`src/rtl/serial_add_ctrl.sv`:
```
// serial_add_ctrl: bit-serial adder sequencer.
// Accepts two N-bit operands plus carry-in with a start/ready handshake, drives
// one external 1-bit full-adder cell LSB-first for N cycles, then publishes
// {cout, result} together with a one-cycle done pulse.
module serial_add_ctrl #(
    parameter int N = 8
) (
    input  logic         clk,
    input  logic         reset_n,
    input  logic         start,
    input  logic [N-1:0] op_a,
    input  logic [N-1:0] op_b,
    input  logic         cin,
    output logic         ready,
    output logic         busy,
    output logic         done,
    output logic [N-1:0] result,
    output logic         cout,
    output logic         fa_a,
    output logic         fa_b,
    output logic         fa_cin,
    input  logic         fa_sum,
    input  logic         fa_cout
);

    localparam int CW = $clog2(N);

    typedef enum logic [1:0] {
        IDLE,
        RUN,
        DONE
    } state_t;

    state_t         state;
    logic [N-1:0]   a_sh;
    logic [N-1:0]   b_sh;
    logic           carry;
    logic [CW-1:0]  cnt;
    // Only the upper N-1 sum bits are ever needed: the lowest bit of a full
    // N-bit shifter would be shifted out before being read, so it is dropped.
    logic [N-2:0]   sum_sh;
    logic [N-1:0]   sum_next;

    assign sum_next = {fa_sum, sum_sh};

    // Cell inputs are driven only while a transaction is running.
    assign fa_a   = busy & a_sh[0];
    assign fa_b   = busy & b_sh[0];
    assign fa_cin = busy & carry;

    // Sequencer FSM: operand capture, bit-serial shifting, result publication.
    always_ff @(posedge clk or negedge reset_n) begin
        if (!reset_n) begin
            state  <= IDLE;
            ready  <= 1'b1;
            busy   <= 1'b0;
            done   <= 1'b0;
            result <= '0;
            cout   <= 1'b0;
            a_sh   <= '0;
            b_sh   <= '0;
            carry  <= 1'b0;
            cnt    <= '0;
            sum_sh <= '0;
        end else begin
            case (state)
                IDLE: begin
                    if (start) begin
                        a_sh  <= op_a;
                        b_sh  <= op_b;
                        carry <= cin;
                        cnt   <= '0;
                        state <= RUN;
                        ready <= 1'b0;
                        busy  <= 1'b1;
                    end
                end
                RUN: begin
                    sum_sh <= sum_next[N-1:1];
                    carry  <= fa_cout;
                    a_sh   <= a_sh >> 1;
                    b_sh   <= b_sh >> 1;
                    if (cnt == CW'(N - 1)) begin
                        cnt    <= '0;
                        result <= sum_next;
                        cout   <= fa_cout;
                        state  <= DONE;
                        busy   <= 1'b0;
                        done   <= 1'b1;
                    end else begin
                        cnt <= cnt + 1'b1;
                    end
                end
                DONE: begin
                    state <= IDLE;
                    done  <= 1'b0;
                    ready <= 1'b1;
                end
                default: begin
                    state <= IDLE;
                    ready <= 1'b1;
                    busy  <= 1'b0;
                    done  <= 1'b0;
                end
            endcase
        end
    end

endmodule

```
`config.mk`:
```
export PLATFORM = sky130hd
export DESIGN_NAME = serial_add_ctrl
export DESIGN_NICKNAME = d
export VERILOG_FILES = /design/src/rtl/serial_add_ctrl.sv
export SDC_FILE = /design/constraint.sdc
export NUM_CORES = 1
export LEC_CHECK = 0
export ABC_CLOCK_PERIOD_IN_PS = 2000
export CAP_MARGIN = 20
export CORE_ASPECT_RATIO = 1.5
export CORE_UTILIZATION = 50
export CTS_BUF_LIST = sky130_fd_sc_hd__clkbuf_16
export DETAILED_ROUTE_END_ITERATION = 10
export GPL_TIMING_DRIVEN = 0
export PLACE_DENSITY = 0.79
export SLEW_MARGIN = 30
export SYNTH_ARGS = -nofsm -noshare
export SYNTH_HDL_FRONTEND = slang
export SYNTH_SLANG_ARGS = --single-unit
```
`constraint.sdc`:
```
create_clock -name clk -period 2 [get_ports clk]
set_clock_uncertainty 0.05 [all_clocks]
set_input_delay 0.4 -clock clk [delete_from_list [all_inputs] [get_ports clk]]
set_output_delay 0.4 -clock clk [all_outputs]
set_load 0.02 [all_outputs]
```
==> impl_metrics.py, run 1 <==
metrics = {
    "outcome": {
        "status": "finished clean",
    },
    "synth": {
        "yosysTopAreaCell": "dfrtp_1",
        "ys_ff_latch": 41,
        "synth_ff_type": "dfrtp_1",
        "synth_commonest_cells": "40 x dfrtp_1, 28 x nand2_1, 26 x o22ai_1, 15 x a21oi_1, 9 x mux2_4",
        "synth_most_common_cell": "dfrtp_1",
        "synth.top_cell.area_share_pct": 54.8,
        "syn_inst": 163,
        "synth_edf_count": 0,
        "synth_area_leaders": "dfrtp_1 55%, o22ai_1 8.9%, mux2_4 7.4%",
        "syn_nets": 187,
        "yosysWarningCount": 0,
        "synth_cell_types": 26,
        "synth_seq_area_share_pct": 56.3,
        "syn_area_um2": 1830,
        "synth.avg_cell_area_um2": 11.2,
        "async_flop_share_pct": 100,
    },
    "placed_design": {
        "io_buffers": 36,
        "place.gp.congestion": 0.905,
        "dp_hpwl_um": 2980,
        "preCtsSetupSlack_ns": 0.212,
        "placedCellCount": 242,
    },
    "worst_setup_path": {
        "crit_required_ns": 1.55,
        "critPathMaxFanout": 6,
        "crit_slowest_cell": "clkdlybuf4s50_1",
        "criticalPathCategory": "reg -> out",
        "path_buf_inv": 1,
        "cp_data_arrival_time_ns": 1.48,
        "crit_path_cell_trace": "and2_1 -> clkdlybuf4s50_1",
        "end_kind": "output port",
        "critPathMaxStageDelay_ns": 0.60,
        "critical-path-top-delay-family": "buffers and inverters",
        "start_kind": "flop",
    },
    "pwr": {
        "intPower_mw": 2.56,
        "ir_worst_vdd_mv": 1.01,
        "finalPower_mw": 4.01,
        "p_sw_mw": 1.45,
        "powerDensity_nw_per_um2": 1660,
        "pwr-share-clk_pct": 19.9,
        "sw_frac_of_total_pct": 36.1,
        "p_seq_share_pct": 37.5,
        "leakage_nw": 1.09,
        "comb_power_share_pct": 42.6,
    },
    "cells_and_area": {
        "nets": 231,
        "drive_gt1_share_pct": 17.8,
        "multi_input_area_um2": 709,
        "n_antenna_cell": 0,
        "final_cell_count_no_fill": 250,
        "layout.area.seq_um2": 1030,
        "area_growth_pct": 32.1,
        "fillers": 268,
    },
    "cts": {
        "post_cts_buffers": 0,
        "clock_latency_ns": 0.28,
        "ctsHtreeMaxLevel": 2,
        "clkSinkCount": 41,
        "cts.clk_slew.worst_paths_ns": 0.06,
        "numCtsBuffers": 5,
        "cts_hold_buf": 0,
        "cts-resized-gates": 0,
        "cts.path.max_buffers": 2,
        "clockRootBuffer": "clkbuf_16",
        "cts_tree": "yes",
    },
    "sta": {
        "setup_viol": 0,
        "final_hold_viol_count": 0,
        "relSlewSlack_pct": 61.3,
        "fmax_ghz": 0.518,
        "drv_slew": 0,
        "rsz0062_at_grt": "false",
        "min_period_ns": 1.93,
        "worst_slack_ns": 0.0684,
        "fin_tns_setup_ns": 0,
        "min_period_over_period_pct": 96.6,
        "tightest_slew_ns": 0.581,
    },
    "die": {
        "die_y_um": 76.0,
        "core-area_um2": 3450,
        "ios": 37,
        "die_area_um2": 3900,
        "num_rows": 26,
        "start_util_pct": 52.9,
        "chipWidth_um": 51.3,
    },
    "drt": {
        "ant_nets": 0,
        "routed_wl_um": 4060,
        "drt_iter0_drc": 37,
        "routed_via_density": 5.75,
        "dr.pass1.iters": 4,
        "post_drt_wl_per_cell_um": 16.2,
        "vias": 1438,
        "drcViolationCount": 0,
    },
    "global_route": {
        "grt_pass1_wl_um": 6980,
        "grt_usage_pct": 23.7,
        "grt_pass1_vias": 1611,
        "antenna_found_initial": 0,
        "grt.overflow.total": 0,
        "grt_max_degree": 25,
    },
    "min_path": {
        "min_path_type": "in -> async",
    },
    "job": {
        "max_cap_viol_count": 0,
    },
}
-- power by group through the flow --
stage	registers, mW	logic [mW]	clock network (mW)
global placement	1.48	1.64	0
detailed placement	1.51	1.72	0
CTS	1.51	1.73	0.814
floorplan	1.58	0.994	0
global route	1.55	1.87	0.849
finish	1.50	1.71	0.799
-- through the flow --
step | hold slack, ns | utilization, % | cell area [um^2]
after floorplan | 0.0544 | - | 1830
final | 0.0632 | 69.9 | 2410
after global routing | 0.108 | 69.9 | 2410
after detailed placement | 0.382 | 65.6 | 2260
after CTS | 0.0760 | 69.9 | 2410
after global placement | 0.407 | 64.9 | 2240
-- final cells by class --
type                       instances  area share, %
inverter                           3          0.467
sequential                        41           42.6
multi-input combinational        109           29.4
tap                               42           2.18
timing repair buffer              37           15.9
clock buffer                       5           5.19
clock inverter                     3           1.04
buffer                            10           3.22
-- registers in the layout, indices dropped and copies added (netlist names) --
register  flops
ready         1
carry         1
busy          1
state         2
b_sh          8
sum_sh        7
result        8
cout          1
a_sh          8
cnt           3
done          1
-- worst register-to-register path: stages, from the launching register on --
cell	delay (ns)
dfrtp_1	0.40
ha_1	0.20
ha_1	0.29
nand2_8	0.17
mux2_4	0.32
-- path summary, 6_finish.rpt --
| kind | from | endpoint | slack, ns | cells past startpoint |
|---|---|---|---|---|
| min in group clk | ready | ready | 0.41 | 2 |
| max | busy | fa_b | 0.07 | 2 |
| max in group asynchronous | reset_n | ready | 1.27 | 2 |
| max reg2reg | cnt[0] | result[1] | 0.47 | 4 |
| min reg2reg | ready | ready | 0.41 | 2 |
| min | reset_n | result[4] | 0.06 | 1 |
-- metal layers --
layer | vias to the layer above | wire [um] | global-route usage, %
li1 | 677 | - | -
met1 | 702 | 1570 | 25.6
met2 | 48 | 2260 | 42.8
met3 | 11 | 145 | 4.99
met4 | 0 | 81 | 10.5
met5 | - | 0 | 0
-- kinds of logic (layout without fill, tap and decap cells) --
logic type	count (synthesis)	in the layout	synth area share (%)
compound gates	51	51	17.0
fa+ha+maj	2	2	1.37
buf+inv	13	58	4.87
flops	41	41	56.3
mux	9	9	7.40
simple gates	47	47	13.1
-- cell usage in the layout, fill, tap and decap left out --
cell and instances:
nand2b_1 2, o221a_2 2, inv_6 1, buf_16 1, clkinvlp_4 1, nand3b_1 2
o22ai_1 26, or2_2 1, nand2_1 28, nand2b_4 1, buf_6 4, nand2_8 1
nor2b_1 1, nor2_1 5, clkbuf_16 5, inv_1 3, clkdlybuf4s50_1 35, and2_1 3
nor3_1 1, dfrtp_1 40, buf_2 6, nor2b_2 1, a22o_1 2, ha_1 2
dfstp_2 1, a21o_1 1, mux2_4 9, clkinv_4 1, buf_4 1, o21ai_0 5
nand2b_2 1, a21oi_1 15
Note: power is estimated with default switching activity, not from simulation.
==> run 2, diff against run 1 <==
Settings changed: CAP_MARGIN 20 to default, CTS_CLUSTER_DIAMETER from default to 120, PLACE_DENSITY 0.79 to default, PLACE_DENSITY_LB_ADDON from default to 0.12.
==> run 2 against run 1 <==
Compared with the run above:
- cell count unchanged
- via count decreased by 0.83%
- sequential power about the same
- worst hold slack got worse by 0.046 ns
- first-iteration DRC count decreased by 5.4%
- design area decreased by 0.26%
- fmax increased by 1.4%
- total power decreased by 0.21%
- critical path type unchanged
- critical endpoint unchanged
- largest power group unchanged
==> impl_metrics.py, run 2 (same netlist as run 1, synthesis figures left out) <==
metrics = {
    "outcome": {
        "status": "finished clean",
    },
    "sta": {
        "relSlewSlack_pct": 69.2,
        "worst_slack_ns": 0.0952,
        "min_period_ns": 1.90,
        "drv_slew": 0,
        "fin_tns_setup_ns": 0,
        "setup_viol": 0,
        "final_hold_viol_count": 0,
        "fmax_ghz": 0.525,
        "whs_ns": 0.0168,
        "rsz0062_at_grt": "false",
        "tightest_slew_ns": 0.462,
        "min_period_over_period_pct": 95.2,
    },
    "worst_setup_path": {
        "r2r_setup_slack_ns": 0.43,
        "cp_data_arrival_time_ns": 1.45,
        "r2r_end": "result[4]",
        "criticalPathCategory": "reg -> out",
        "critPathMaxFanout": 6,
        "crit_start": "busy",
        "rr_worst_depth": 4,
        "crit_slowest_cell": "clkdlybuf4s50_1",
        "timing.rr.start": "cnt[0]",
        "crit_path_cell_trace": "and2_1 -> clkdlybuf4s50_1",
        "end_kind": "output port",
        "start_kind": "flop",
        "crit_required_ns": 1.55,
        "critPathMaxStageDelay_ns": 0.60,
    },
    "cts": {
        "post_cts_buffers": 0,
        "clkSinkCount": 41,
        "cts.clk_slew.worst_paths_ns": 0.06,
        "cts.path.max_buffers": 2,
        "clock_latency_ns": 0.28,
        "cts_tree": "yes",
        "clockRootBuffer": "clkbuf_16",
        "numCtsBuffers": 5,
        "ctsHtreeMaxLevel": 2,
    },
    "cells_and_area": {
        "final_cell_mix": "39 x dfrtp_1, 35 x clkdlybuf4s50_1, 28 x nand2_1",
        "n_antenna_cell": 0,
        "final_area_um2": 2400,
        "fillers": 276,
        "drive_gt1_share_pct": 18.3,
        "area_growth_pct": 31.7,
        "layout.cells.most_common": "dfrtp_1",
        "nets": 231,
        "top_regs": "a_sh (8), b_sh (8), result (8)",
        "fin_util_pct": 69.7,
    },
    "die": {
        "core-area_um2": 3450,
        "num_rows": 26,
        "die_y_um": 76.0,
        "start_util_pct": 52.9,
        "die_area_um2": 3900,
        "chipWidth_um": 51.3,
        "ios": 37,
    },
    "placed_design": {
        "dp_hpwl_um": 2950,
        "place.gp.congestion": 0.834,
        "preCtsSetupSlack_ns": 0.200,
        "placed_cell_area_um2": 2260,
        "io_buffers": 36,
    },
    "drt": {
        "dr.pass1.iters": 5,
        "vias": 1426,
        "drt_iter0_drc": 35,
        "post_drt_wl_per_cell_um": 16.5,
        "drcViolationCount": 0,
        "ant_nets": 0,
        "routed_wl_um": 4140,
        "routed_via_density": 5.70,
    },
    "global_route": {
        "grt_usage_pct": 24.1,
        "grt.overflow.total": 0,
        "antenna_found_initial": 0,
        "grt_pass1_vias": 1559,
        "grt_max_degree": 24,
        "grt_pass1_wl_um": 7040,
    },
    "pwr": {
        "ir_worst_vdd_mv": 0.946,
        "leakage_nw": 1.09,
        "powerDensity_nw_per_um2": 1670,
    },
    "min_path": {
        "min_path_type": "in -> async",
    },
    "job": {
        "max_cap_viol_count": 0,
    },
}
## run 2: cell types whose count changed in the layout (fill, tap and decap cells not counted), sizes merged
cell / previous run / this run
clkinv: 1 / 2
inv: 4 / 3
## run 2: report_power, final
part	total, mW	internal (mW)	leakage (nW)	switching (mW)
clock network	0.775	0.457	0.0696	0.318
registers	1.51	1.23	0.486	0.286
logic	1.72	0.873	0.538	0.843
total	4.00	2.56	1.09	1.45
## run 2: how the worst max path moves through the flow
stage	depth (start not counted)	endpoint	slack, ns
6_report	2	fa_b	0.1
5_1_grt	2	fa_b	0.06
4_1_cts	2	fa_b	0.02
3_5_place_dp	5	b_sh[1]	0.20
3_3_place_gp	1	b_sh[2]	-0.46
2_1_floorplan	4	cout	0.56
## run 2: layout make-up
| type | instances | area [um^2] | share of cell area [%] |
|---|---|---|---|
| multi-input combinational | 109 | 709 | 29.5 |
| buffer | 10 | 77.6 | 3.23 |
| tap | 42 | 52.6 | 2.19 |
| inverter | 3 | 11.3 | 0.468 |
| clock inverter | 3 | 17.5 | 0.728 |
| timing repair buffer | 37 | 383 | 15.9 |
| sequential | 41 | 1030 | 42.8 |
| clock buffer | 5 | 125 | 5.20 |
## run 2: through the flow
step | power, mW | cells
after floorplan | 2.58 | 163
after global placement | 3.13 | 241
after CTS | 4.03 | 250
after global routing | 4.26 | 250
after detailed placement | 3.24 | 242
final | 4.00 | 250
## run 2: worst max-delay path: cells and delay by family (launching register included)
family | cells | cell delay (ns)
buf+inv | 1 | 0.60
simple gates | 1 | 0.15
flops | 1 | 0.42
## run 2: per-layer routing
metal	part of all wire, %	track usage (%)
met1	41	28.3
met5	0	0
met3	3.7	4.79
met2	54	41.3
met4	1.4	10.5
## run 2: what timing repair did
action | 4_1_cts | 5_1_grt
gates resized for setup | 0 | 1
endpoints found under the setup margin | 0 | 2
hold buffers | 0 | 0
==> run 3, diff against run 2 <==
Settings changed: ABC_CLOCK_PERIOD_IN_PS 2000 to 1580, CORE_UTILIZATION 50 to 45.
Clock period 2 ns to 1.58 ns, I/O delays scaled along.
==> run 3 against run 2 <==
Compared with the run above:
- non-clock buffer count up 1
- largest power group unchanged
- clock-buffer cell count unchanged
- worst hold slack better by 0.40 ns
- total power up 22%
- largest cell class unchanged
- critical endpoint is now fa_a
- die area up 11%
==> impl_metrics.py, run 3 (same netlist as run 1, synthesis figures left out) <==
metrics = {
    "cts": {
        "clockRootBuffer": "clkbuf_16",
        "ctsHtreeMaxLevel": 2,
        "cts.clk_slew.worst_paths_ns": 0.06,
        "numCtsBuffers": 5,
        "cts_tree": "yes",
        "post_cts_buffers": 0,
        "clkSinkCount": 41,
        "cts.path.max_buffers": 2,
        "clock_latency_ns": 0.28,
    },
    "die": {
        "chipWidth_um": 54.0,
        "num_rows": 28,
        "die_y_um": 80.0,
        "die_area_um2": 4320,
        "start_util_pct": 46.5,
        "ios": 37,
        "core-area_um2": 3920,
    },
    "cells_and_area": {
        "layout.cells.most_common": "dfrtp_1",
        "final_cell_mix": "39 x dfrtp_1, 28 x nand2_1, 26 x o22ai_1",
        "top_regs": "a_sh (8), b_sh (8), result (8)",
        "drive_gt1_share_pct": 18.7,
        "n_antenna_cell": 0,
        "area_growth_pct": 31.7,
        "nets": 232,
        "final_cell_count_no_fill": 254,
    },
    "pwr": {
        "ir_worst_vdd_mv": 1.27,
        "leakage_nw": 1.12,
        "powerDensity_nw_per_um2": 2030,
        "p_sw_mw": 1.78,
        "comb_power_share_pct": 41.2,
        "pwr-share-clk_pct": 20.1,
        "finalPower_mw": 4.87,
        "sw_frac_of_total_pct": 36.4,
        "intPower_mw": 3.10,
        "p_seq_share_pct": 38.7,
    },
    "outcome": {
        "status": "finished clean",
    },
    "worst_setup_path": {
        "end_kind": "output port",
        "critPathMaxFanout": 6,
        "crit_required_ns": 1.21,
        "crit_slowest_cell": "dfrtp_2",
        "cp_data_arrival_time_ns": 1.19,
        "crit_start": "busy",
        "crit_path_cell_trace": "and2_1 -> dlygate4sd2_1",
        "start_kind": "flop",
        "timing.rr.start": "cnt[0]",
        "critPathMaxStageDelay_ns": 0.45,
        "criticalPathCategory": "reg -> out",
    },
    "job": {
        "max_cap_viol_count": 0,
    },
    "sta": {
        "fin_tns_setup_ns": 0,
        "relSlewSlack_pct": 68.8,
        "fmax_ghz": 0.644,
        "final_hold_viol_count": 0,
        "min_period_over_period_pct": 98.3,
        "setup_viol": 0,
        "drv_slew": 0,
        "min_period_ns": 1.55,
        "tightest_slew_ns": 0.468,
        "rsz0062_at_grt": "false",
        "whs_ns": 0.418,
    },
    "placed_design": {
        "io_buffers": 36,
        "placedCellCount": 245,
        "dp_hpwl_um": 2770,
        "place.gp.congestion": 0.882,
    },
    "drt": {
        "routed_via_density": 5.56,
        "drcViolationCount": 0,
        "dr.pass1.iters": 4,
        "vias": 1413,
        "drt_iter0_drc": 37,
        "ant_nets": 0,
        "routed_wl_um": 3970,
        "post_drt_wl_per_cell_um": 15.6,
    },
    "global_route": {
        "grt_pass1_vias": 1478,
        "grt_max_degree": 25,
        "antenna_found_initial": 0,
        "grt_pass1_wl_um": 6590,
        "grt.overflow.total": 0,
        "grt_usage_pct": 21.6,
    },
    "min_path": {
        "hold_start": "ready",
        "min_path_type": "reg -> reg",
    },
}
[run 3: cell types whose count changed in the layout (fill, tap and decap cells not counted), sizes merged]
| cell | change |
|---|---|
| clkdlybuf4s50 | -15 |
| dlygate4sd2 | +14 |
| clkdlybuf4s15 | +1 |
| dlygate4sd3 | +1 |
[run 3: worst max-delay path: cells and delay by family, from the launching register on]
| family | cells | cell delay, ns |
|---|---|---|
| flops | 1 | 0.45 |
| simple gates | 1 | 0.15 |
| buf+inv | 1 | 0.31 |
[run 3: worst paths after layout]
| check | endpoint | slack [ns] | cells after the start |
|---|---|---|---|
| min reg2reg | ready | 0.42 | 2 |
| max reg2reg | result[3] | 0.11 | 4 |
| max in group asynchronous | ready | 0.46 | 3 |
| max | fa_a | 0.03 | 2 |
| min | ready | 0.42 | 2 |
| min in group asynchronous | result[6] | 0.48 | 2 |
[run 3: per-layer routing]
metal	vias to the layer above	GRT usage [%]	routed length [um]
met2	45	37.3	2130
met1	696	24.6	1590
met4	0	9.23	74
li1	666	-	-
met3	6	4.57	167
met5	-	0	0
[run 3: through the flow]
step | utilization, % | area (um^2) | setup WS (ns)
floorplan | - | 1830 | 0.137
global placement | 57.1 | 2240 | -0.830
detailed placement | 57.7 | 2260 | -0.141
CTS | 61.2 | 2400 | 0.0166
global route | 61.3 | 2400 | 0.000480
finish | 61.3 | 2400 | 0.0272
[run 3: power by group through the flow]
stage / Sequential [mW] / Combinational [mW] / Clock (mW)
2_1_floorplan: 2.00 / 1.26 / 0
3_3_place_gp: 1.87 / 2.09 / 0
3_5_place_dp: 1.91 / 2.15 / 0
4_1_cts: 1.89 / 2.03 / 0.997
5_1_grt: 1.95 / 2.21 / 1.04
6_report: 1.89 / 2.01 / 0.980
[run 3: area by class of cell]
| type | count | area, um^2 |
|---|---|---|
| clock inverters | 3 | 17.5 |
| multi-input cells | 109 | 712 |
| clock buffers | 5 | 125 |
| fillers | 349 | 1520 |
| well taps | 45 | 56.3 |
| flip-flops and latches | 41 | 1030 |
| inverters | 3 | 11.3 |
| repair buffers | 38 | 375 |
| plain buffers | 10 | 77.6 |
[run 3: repair_timing]
action,4_1_cts,5_1_grt
resized for setup,17,1
hold buffers,1,0
hold endpoints to repair,17,0
cloned,0,0
setup endpoints to repair,15,9
